### config.mk
export PLATFORM = sky130hd
export DESIGN_NAME = uart_rx_oversampler
export DESIGN_NICKNAME = d
export VERILOG_FILES = /design/src/rtl/uart_rx_oversampler.sv
export SDC_FILE = /design/constraint.sdc
export NUM_CORES = 1
export LEC_CHECK = 0
export ABC_AREA = 0
export CAP_MARGIN = 0
export CORE_ASPECT_RATIO = 0.75
export CORE_MARGIN = 2
export CORE_UTILIZATION = 61
export CTS_BUF_LIST = sky130_fd_sc_hd__clkbuf_4
export DETAILED_ROUTE_END_ITERATION = 16
export GPL_TIMING_DRIVEN = 0
export PLACE_DENSITY_LB_ADDON = 0.05
export SYNTH_ARGS = -nofsm -noshare
export SYNTH_HDL_FRONTEND = slang
export SYNTH_SLANG_ARGS = --single-unit
### constraint.sdc
create_clock -name clk -period 3.3 [get_ports clk]
set_clock_uncertainty 0.1 [all_clocks]
set_input_delay 0.66 -clock clk [delete_from_list [all_inputs] [get_ports clk]]
set_output_delay 0.66 -clock clk [all_outputs]
set_load 0.005 [all_outputs]
### src/rtl/uart_rx_oversampler.sv
// UART receiver driven by a 16x-baud tick: samples mid-bit, deserialises LSB-first, hands bytes out on valid/ready.
// Define UART_RX_PARITY_EN to add a parity bit between payload and stop bit (ports parity_odd, parity_err).
`timescale 1ns/1ps
module uart_rx_oversampler #(
  parameter int DATA_BITS   = 8,
  parameter int OVERSAMPLE  = 16,
  parameter int SYNC_STAGES = 2
) (
  input  logic                 clk,
  input  logic                 rst,
  input  logic                 os_tick,
  input  logic                 rx,
  output logic [DATA_BITS-1:0] rx_data,
  output logic                 rx_valid,
  input  logic                 rx_ready,
  output logic                 rx_busy,
  output logic                 frame_err,
  output logic                 overrun
`ifdef UART_RX_PARITY_EN
  ,
  input  logic                 parity_odd,
  output logic                 parity_err
`endif
);

  // Handshake: rx_valid/rx_data hold until an edge with rx_valid && rx_ready;
  // rx_ready while rx_valid=0 has no effect.

  localparam logic [3:0] MID      = 4'(OVERSAMPLE / 2 - 1);
  localparam logic [3:0] LAST     = 4'(OVERSAMPLE - 1);
  localparam logic [3:0] BIT_LAST = 4'(DATA_BITS - 1);

  typedef enum logic [2:0] {
    IDLE,
    START,
    DATA,
`ifdef UART_RX_PARITY_EN
    PARITY,
`endif
    STOP
  } state_t;

  state_t                 state_q, state_d;
  logic [3:0]             cnt_q, cnt_d;
  logic [3:0]             bit_cnt_q, bit_cnt_d;
  logic [DATA_BITS-1:0]   shift_q, shift_d;
  logic [DATA_BITS-1:0]   data_q, data_d;
  logic                   valid_q, valid_d;
  logic                   frame_err_q, frame_err_d;
  logic                   overrun_q, overrun_d;
  logic [SYNC_STAGES-1:0] sync_q;
  logic                   rx_s;
  logic                   wrap;
  logic [3:0]             cnt_inc;
`ifdef UART_RX_PARITY_EN
  logic                   par_bad_q, par_bad_d;
  logic                   parity_err_q, parity_err_d;
`endif

  // Synchroniser presets to the idle line level so reset never looks like a start bit.
  always_ff @(posedge clk or negedge rst) begin
    if (!rst) sync_q <= '1;
    else      sync_q <= {sync_q[SYNC_STAGES-2:0], rx};
  end

  assign rx_s    = sync_q[SYNC_STAGES-1];
  assign wrap    = (cnt_q == LAST);
  assign cnt_inc = wrap ? 4'd0 : cnt_q + 4'd1;

  always_ff @(posedge clk or negedge rst) begin
    if (!rst) begin
      state_q      <= IDLE;
      cnt_q        <= '0;
      bit_cnt_q    <= '0;
      shift_q      <= '0;
      data_q       <= '0;
      valid_q      <= 1'b0;
      frame_err_q  <= 1'b0;
      overrun_q    <= 1'b0;
`ifdef UART_RX_PARITY_EN
      par_bad_q    <= 1'b0;
      parity_err_q <= 1'b0;
`endif
    end else begin
      state_q      <= state_d;
      cnt_q        <= cnt_d;
      bit_cnt_q    <= bit_cnt_d;
      shift_q      <= shift_d;
      data_q       <= data_d;
      valid_q      <= valid_d;
      frame_err_q  <= frame_err_d;
      overrun_q    <= overrun_d;
`ifdef UART_RX_PARITY_EN
      par_bad_q    <= par_bad_d;
      parity_err_q <= parity_err_d;
`endif
    end
  end

  always_comb begin
    state_d      = state_q;
    cnt_d        = cnt_q;
    bit_cnt_d    = bit_cnt_q;
    shift_d      = shift_q;
    data_d       = data_q;
    valid_d      = valid_q & ~rx_ready;
    frame_err_d  = 1'b0;
    overrun_d    = 1'b0;
`ifdef UART_RX_PARITY_EN
    par_bad_d    = par_bad_q;
    parity_err_d = 1'b0;
`endif
    if (os_tick) begin
      case (state_q)
        IDLE: begin
          if (!rx_s) begin
            cnt_d   = '0;
            state_d = START;
          end
        end
        START: begin
          // A start bit must still be low at its centre, otherwise it was a glitch.
          if (cnt_q == MID) begin
            cnt_d = '0;
            if (rx_s) begin
              state_d = IDLE;
            end else begin
              bit_cnt_d = '0;
              state_d   = DATA;
            end
          end else begin
            cnt_d = cnt_q + 4'd1;
          end
        end
        DATA: begin
          cnt_d = cnt_inc;
          if (wrap) begin
            shift_d   = {rx_s, shift_q[DATA_BITS-1:1]};
            bit_cnt_d = bit_cnt_q + 4'd1;
            if (bit_cnt_q == BIT_LAST) begin
`ifdef UART_RX_PARITY_EN
              state_d = PARITY;
`else
              state_d = STOP;
`endif
            end
          end
        end
`ifdef UART_RX_PARITY_EN
        PARITY: begin
          cnt_d = cnt_inc;
          if (wrap) begin
            par_bad_d = rx_s ^ (^shift_q) ^ parity_odd;
            state_d   = STOP;
          end
        end
`endif
        STOP: begin
          cnt_d = cnt_inc;
          if (wrap) begin
            state_d = IDLE;
`ifdef UART_RX_PARITY_EN
            parity_err_d = par_bad_q;
`endif
            if (rx_s) begin
              data_d    = shift_q;
              valid_d   = 1'b1;
              overrun_d = valid_q & ~rx_ready;
            end else begin
              frame_err_d = 1'b1;
            end
          end
        end
        default: state_d = IDLE;
      endcase
    end
  end

  assign rx_data   = data_q;
  assign rx_valid  = valid_q;
  assign rx_busy   = (state_q != IDLE);
  assign frame_err = frame_err_q;
  assign overrun   = overrun_q;
`ifdef UART_RX_PARITY_EN
  assign parity_err = parity_err_q;
`endif

endmodule

==> flow_metrics.env, run 1 <==
export IMPL_outcome="completed"
export IMPL_synth_edf_count=0
export IMPL_ant_nets=0
export IMPL_clk_pin_slew_ps=100
export IMPL_rsz0062_at_grt="false"
export IMPL_cts_hold_fix_buffers=0
export IMPL_r2r_start="cnt_q[0]"
export IMPL_vias=899
export IMPL_cts_sinks=31
export IMPL_core_area_sq_um=2080
export IMPL_grt_pass1_vias=900
export IMPL_crit_type="reg2out"
export IMPL_worstSetupStartpointType="flip-flop"
export IMPL_drtIter0Drc=26
export IMPL_viasPerCell=5.91
export IMPL_synth_area_sq_um=1390
export IMPL_ys_seq_area_share_pct=55.8
export IMPL_swShare_pct=30.1
export IMPL_first_pass_iters=4
export IMPL_cts_buffer_depth=2
export IMPL_htreeDepth=2
export IMPL_layout_drive_gt1_share_pct=28.1
export IMPL_peakVddDrop_uv=350
export IMPL_die_w_um=59.2
export IMPL_synthAdderAreaFrac_pct=1.80
export IMPL_synthFlopType="dfrtp_1"
export IMPL_intPower_uw=685
export IMPL_hold_viol_final=0
export IMPL_startpoint="state_q[0]"
export IMPL_tns_ps=0
export IMPL_cts_resized=0
export IMPL_netlist_instances=105
export IMPL_fmax_ghz=0.409
export IMPL_grt_pass1_wl_um=4150
export IMPL_worstPathMaxFanout=8
export IMPL_synthMuxAreaShare_pct=17.3
export IMPL_cellPowerDensity_nw_per_um2=596
export IMPL_switchingPower_uw=295
export IMPL_hp_class="in2async"
export IMPL_syn_avg_cell_area_sq_um=13.3
export IMPL_top_layer_used="met4"
export IMPL_critPathCaptureType="output pin"
export IMPL_die_y_um=45.4
export IMPL_antenna_found_initial=0
export IMPL_die_area_sq_um=2690
export IMPL_ys_seq_elements=31
export IMPL_root_buffer="clkbuf_4"
export IMPL_grt_usage_pct=22.2
export IMPL_synth_compound_gate_area_share_pct=8.17
export IMPL_synth_fp_nets=112
export IMPL_finalPower_uw=980
export IMPL_combPwrFrac_pct=24.7
export IMPL_wl_um=2380
export IMPL_wl_met1_um=1090
export IMPL_diodes=0
export IMPL_fin_crit_sh_pct=74.1
export IMPL_start_util_pct=66.9
export IMPL_pwr_share_seq_pct=46.3
export IMPL_dp_hpwl_um=1600
export IMPL_ys_types=36
export IMPL_wl_met3_um=92
export IMPL_tightest_slew_ps=656
export IMPL_p_leak_uw=0.000797
export IMPL_synth_top_family_by_area="multiplexers"
export IMPL_async_reset_ff_share_pct=100
export IMPL_rows=14
export IMPL_io_pins=17
export IMPL_drc=0
export IMPL_maxSlewViolCount=0
export IMPL_cts_setup_buffers=0
export IMPL_drv_cap=0
export IMPL_mostFrequentLayoutCells="29 x dfrtp_1, 14 x clkdlybuf4s50_1, 9 x mux2_2"
export IMPL_io_buffers=15
export IMPL_setup_violations_final=0
export IMPL_gp_congestion=0.763
export IMPL_synth_xor_area_share_pct=0
export IMPL_insertion_delay_ps=330
export IMPL_cts_tree="built"
export IMPL_grt_max_degree=32
export IMPL_wl_per_cell_um=15.7
export IMPL_grt_ovfl_total=0
export IMPL_synthToLayoutAreaGrowth_pct=18.0
export IMPL_mostFrequentLayoutCell="dfrtp_1"
export IMPL_wl_met2_um=1190
export IMPL_nNetsFinal=134
export IMPL_p_clk_share_pct=29.0
export IMPL_crit_required_ps=2540
export IMPL_cts_buffers=5
export IMPL_max_slew_margin_pct=56.3
export IMPL_yosys_area_share_simple_pct=13.6
export IMPL_arrival_ps=1690
export IMPL_final_util_pct=78.9
export IMPL_yosys_warnings=0
export IMPL_period_needed_ps=2450
cell type report:
class / count / area, sq um
Fill cell: 124 / 439
Inverter: 3 / 11.3
Sequential cell: 31 / 778
Timing Repair Buffer: 15 / 145
Clock buffer: 5 / 37.5
Tap cell: 24 / 30.0
Buffer: 6 / 35.0
Clock inverter: 3 / 38.8
Multi-Input combinational cell: 65 / 569
per-layer routing:
metal	GRT usage (%)	up-vias
li1	-	427
met1	28.5	446
met2	34.1	24
met3	7.67	2
met4	10.9	0
met5	0	-
flip-flops by register name (all words and copies together), names as in the netlist:
signal     cells
bit_cnt_q      4
sync_q         2
shift_q        8
overrun        1
cnt_q          4
frame_err      1
rx_valid       1
rx_data        8
state_q        2
metrics by stage:
| stage | cell area [sq um] | setup WS (ps) | instances | hold slack, ps |
|---|---|---|---|---|
| global route | 1650 | 769 | 152 | 269 |
| floorplan | 1390 | 1300 | 105 | 245 |
| global placement | 1570 | 978 | 144 | 246 |
| finish | 1650 | 854 | 152 | 248 |
| CTS | 1650 | 841 | 152 | 262 |
| detailed placement | 1570 | 950 | 144 | 248 |
power groups by stage:
stage | clock [uW] | sequential (uW) | combinational [uW]
4_1_cts | 290 | 453 | 241
6_report | 284 | 454 | 242
2_1_floorplan | 0 | 451 | 177
3_3_place_gp | 0 | 457 | 227
3_5_place_dp | 0 | 460 | 234
5_1_grt | 302 | 460 | 266
critical path: stages (launching register included):
cell,delay (ps)
dfrtp_1,460
or2_2,300
clkbuf_1,140
clkdlybuf4s50_1,460
Yosys cell counts, types with 2 or more instances:
master / number / area, sq um
o2bb2ai_1: 2 / 17.5
nor3_1: 3 / 15.0
mux2i_1: 2 / 20.0
nand4_1: 2 / 12.5
ha_1: 2 / 25.0
o21ai_0: 4 / 20.0
o22a_1: 3 / 26.3
inv_1: 3 / 11.3
nand2b_1: 3 / 18.8
nand2_1: 3 / 11.3
buf_2: 4 / 20.0
mux2_2: 9 / 101
dfrtp_1: 29 / 726
mux2_4: 8 / 120
dfstp_2: 2 / 52.6
nor2_1: 4 / 15.0
a22o_1: 2 / 17.5
nand3_1: 2 / 10.0
worst paths after layout:
check / cells past startpoint / slack, ps / to
max: 3 / 850 / rx_busy
min: 1 / 250 / frame_err
max reg2reg: 5 / 1330 / rx_data[0]
min reg2reg: 0 / 260 / sync_q[1]
max in group asynchronous: 1 / 2420 / rx_valid
min in group clk: 0 / 260 / sync_q[1]
cells by family (layout without fill, tap and decap cells):
family | after synthesis | count (layout)
flops | 31 | 31
simple gates | 29 | 29
compound gates | 15 | 15
mux | 19 | 19
fa+ha+maj | 2 | 2
buf+inv | 9 | 32
Power figures use the tool's default switching activity.
==> run 2, diff against run 1 <==
- CORE_UTILIZATION: 61 -> 57
- clock period: 3.3 -> 2.3 ns (I/O delays scaled with it)
==> run 2 against run 1 <==
Compared with the run above: via count rose by 1.6%; largest power group unchanged; clock power up 6%; power increased by 32%; die area increased by 6.5%; non-clock buffer count unchanged; flip-flop and latch count did not move; critical path depth stayed put; sequential power increased by 43%.
==> flow_metrics.env, run 2 (synthesized netlist as in run 1, its figures left out) <==
export IMPL_outcome="completed"
export IMPL_insertion_delay_ps=320
export IMPL_r2r_end="rx_data[6]"
export IMPL_peakVddDrop_uv=425
export IMPL_die_y_um=46.8
export IMPL_grt_max_degree=32
export IMPL_period_needed_ps=2240
export IMPL_core_area_sq_um=2310
export IMPL_n_fill_cell=181
export IMPL_r2r_start="cnt_q[0]"
export IMPL_r2r_setup_slack_ps=320
export IMPL_die_w_um=61.1
export IMPL_cts_buffers=5
export IMPL_cts_resized=0
export IMPL_critPathCaptureType="output pin"
export IMPL_placed_area_sq_um=1590
export IMPL_rows=15
export IMPL_hold_viol_final=0
export IMPL_fin_crit_sh_pct=97.4
export IMPL_cellPowerDensity_nw_per_um2=788
export IMPL_cts_sinks=31
export IMPL_viasPerCell=5.64
export IMPL_fmax_ghz=0.446
export IMPL_antenna_found_initial=0
export IMPL_wl_um=2270
export IMPL_reg2regPathDepth=5
export IMPL_mostFrequentLayoutCells="29 x dfrtp_1, 14 x clkdlybuf4s50_1, 9 x mux2_2"
export IMPL_p_leak_uw=0.000787
export IMPL_max_slew_margin_pct=56.6
export IMPL_htreeDepth=2
export IMPL_die_area_sq_um=2860
export IMPL_crit_type="reg2out"
export IMPL_drc=0
export IMPL_grt_usage_pct=19.5
export IMPL_io_pins=17
export IMPL_cts_tree="built"
export IMPL_drv_cap=0
export IMPL_maxSlewViolCount=0
export IMPL_diodes=0
export IMPL_finalPower_uw=1290
export IMPL_arrival_ps=1680
export IMPL_vias=913
export IMPL_crit_required_ps=1740
export IMPL_grt_pass1_wl_um=3920
export IMPL_wl_per_cell_um=14.0
export IMPL_start_util_pct=60.4
export IMPL_clk_pin_slew_ps=90
export IMPL_pre_cts_slack_ps=147
export IMPL_io_buffers=15
export IMPL_setup_violations_final=0
export IMPL_grt_ovfl_total=0
export IMPL_rsz0062_at_grt="false"
export IMPL_first_pass_iters=4
export IMPL_cts_setup_buffers=0
export IMPL_mostFrequentLayoutCell="dfrtp_1"
export IMPL_drtIter0Drc=35
export IMPL_root_buffer="clkbuf_4"
export IMPL_holdWs_ps=52.7
export IMPL_postLayoutCellArea_sq_um=1640
export IMPL_worstSetupStartpointType="flip-flop"
export IMPL_ant_nets=0
export IMPL_cts_buffer_depth=2
export IMPL_layout_setup_ws_ps=59.9
export IMPL_tns_ps=0
export IMPL_hp_class="in2async"
export IMPL_cts_hold_fix_buffers=0
export IMPL_dp_hpwl_um=1580
export IMPL_synthToLayoutAreaGrowth_pct=17.3
export IMPL_tightest_slew_ps=651
export IMPL_gp_congestion=0.751
export IMPL_nNetsFinal=134
export IMPL_layout_drive_gt1_share_pct=28.1
export IMPL_grt_pass1_vias=895
export IMPL_worstPathMaxFanout=8
==> run 2: cell count changes in the layout (fill, tap and decap cells not counted), sizes merged <==
cell	before	now
bufinv	1	0
clkbuf	6	7
==> run 2: worst max path at each step <==
| stage | startpoint | to | slack (ps) | cells after the start |
|---|---|---|---|---|
| finish | state_q[0] | rx_busy | 60 | 3 |
| floorplan | cnt_q[0] | rx_data[0] | 480 | 5 |
| global placement | rst | rx_data[3] | 180 | 1 |
| CTS | state_q[0] | rx_busy | 50 | 3 |
| detailed placement | rst | rx_data[2] | 150 | 1 |
| global route | state_q[0] | rx_busy | 5 | 3 |
==> run 2: layer usage <==
| metal | vias up | global-route usage (%) | share of wire (%) |
|---|---|---|---|
| met2 | 24 | 28.3 | 46 |
| met3 | 8 | 5.79 | 5.3 |
| met1 | 458 | 26.4 | 46 |
| met5 | - | 0 | 0 |
| met4 | 0 | 10.9 | 1.9 |
| li1 | 423 | - | - |
==> run 2: critical path, cell delays in order (launching register included) <==
cell             delay [ps]
dfrtp_1                 460
or2_2                   290
clkbuf_1                150
clkdlybuf4s50_1         460
==> run 2: report_power, final <==
part	internal [uW]	total [uW]	switching, uW
Sequential	606	650	44.0
Clock	126	300	173
Combinational	154	340	186
Total	886	1290	403
==> run 2: area by class of cell <==
type / count / area, sq um / share of cell area (%)
Buffer: 6 / 35.0 / 2.14
Clock buffer: 6 / 45.0 / 2.75
Clock inverter: 2 / 8.76 / 0.536
Inverter: 3 / 11.3 / 0.689
Multi-Input combinational cell: 65 / 569 / 34.8
Sequential cell: 31 / 778 / 47.6
Tap cell: 34 / 42.5 / 2.60
Timing Repair Buffer: 15 / 145 / 8.88
==> run 2: per-stage QoR <==
step	util [%]	instances
final	70.8	162
after CTS	71.1	162
after global placement	68.7	154
after floorplan	-	105
after global routing	70.8	162
after detailed placement	68.7	154
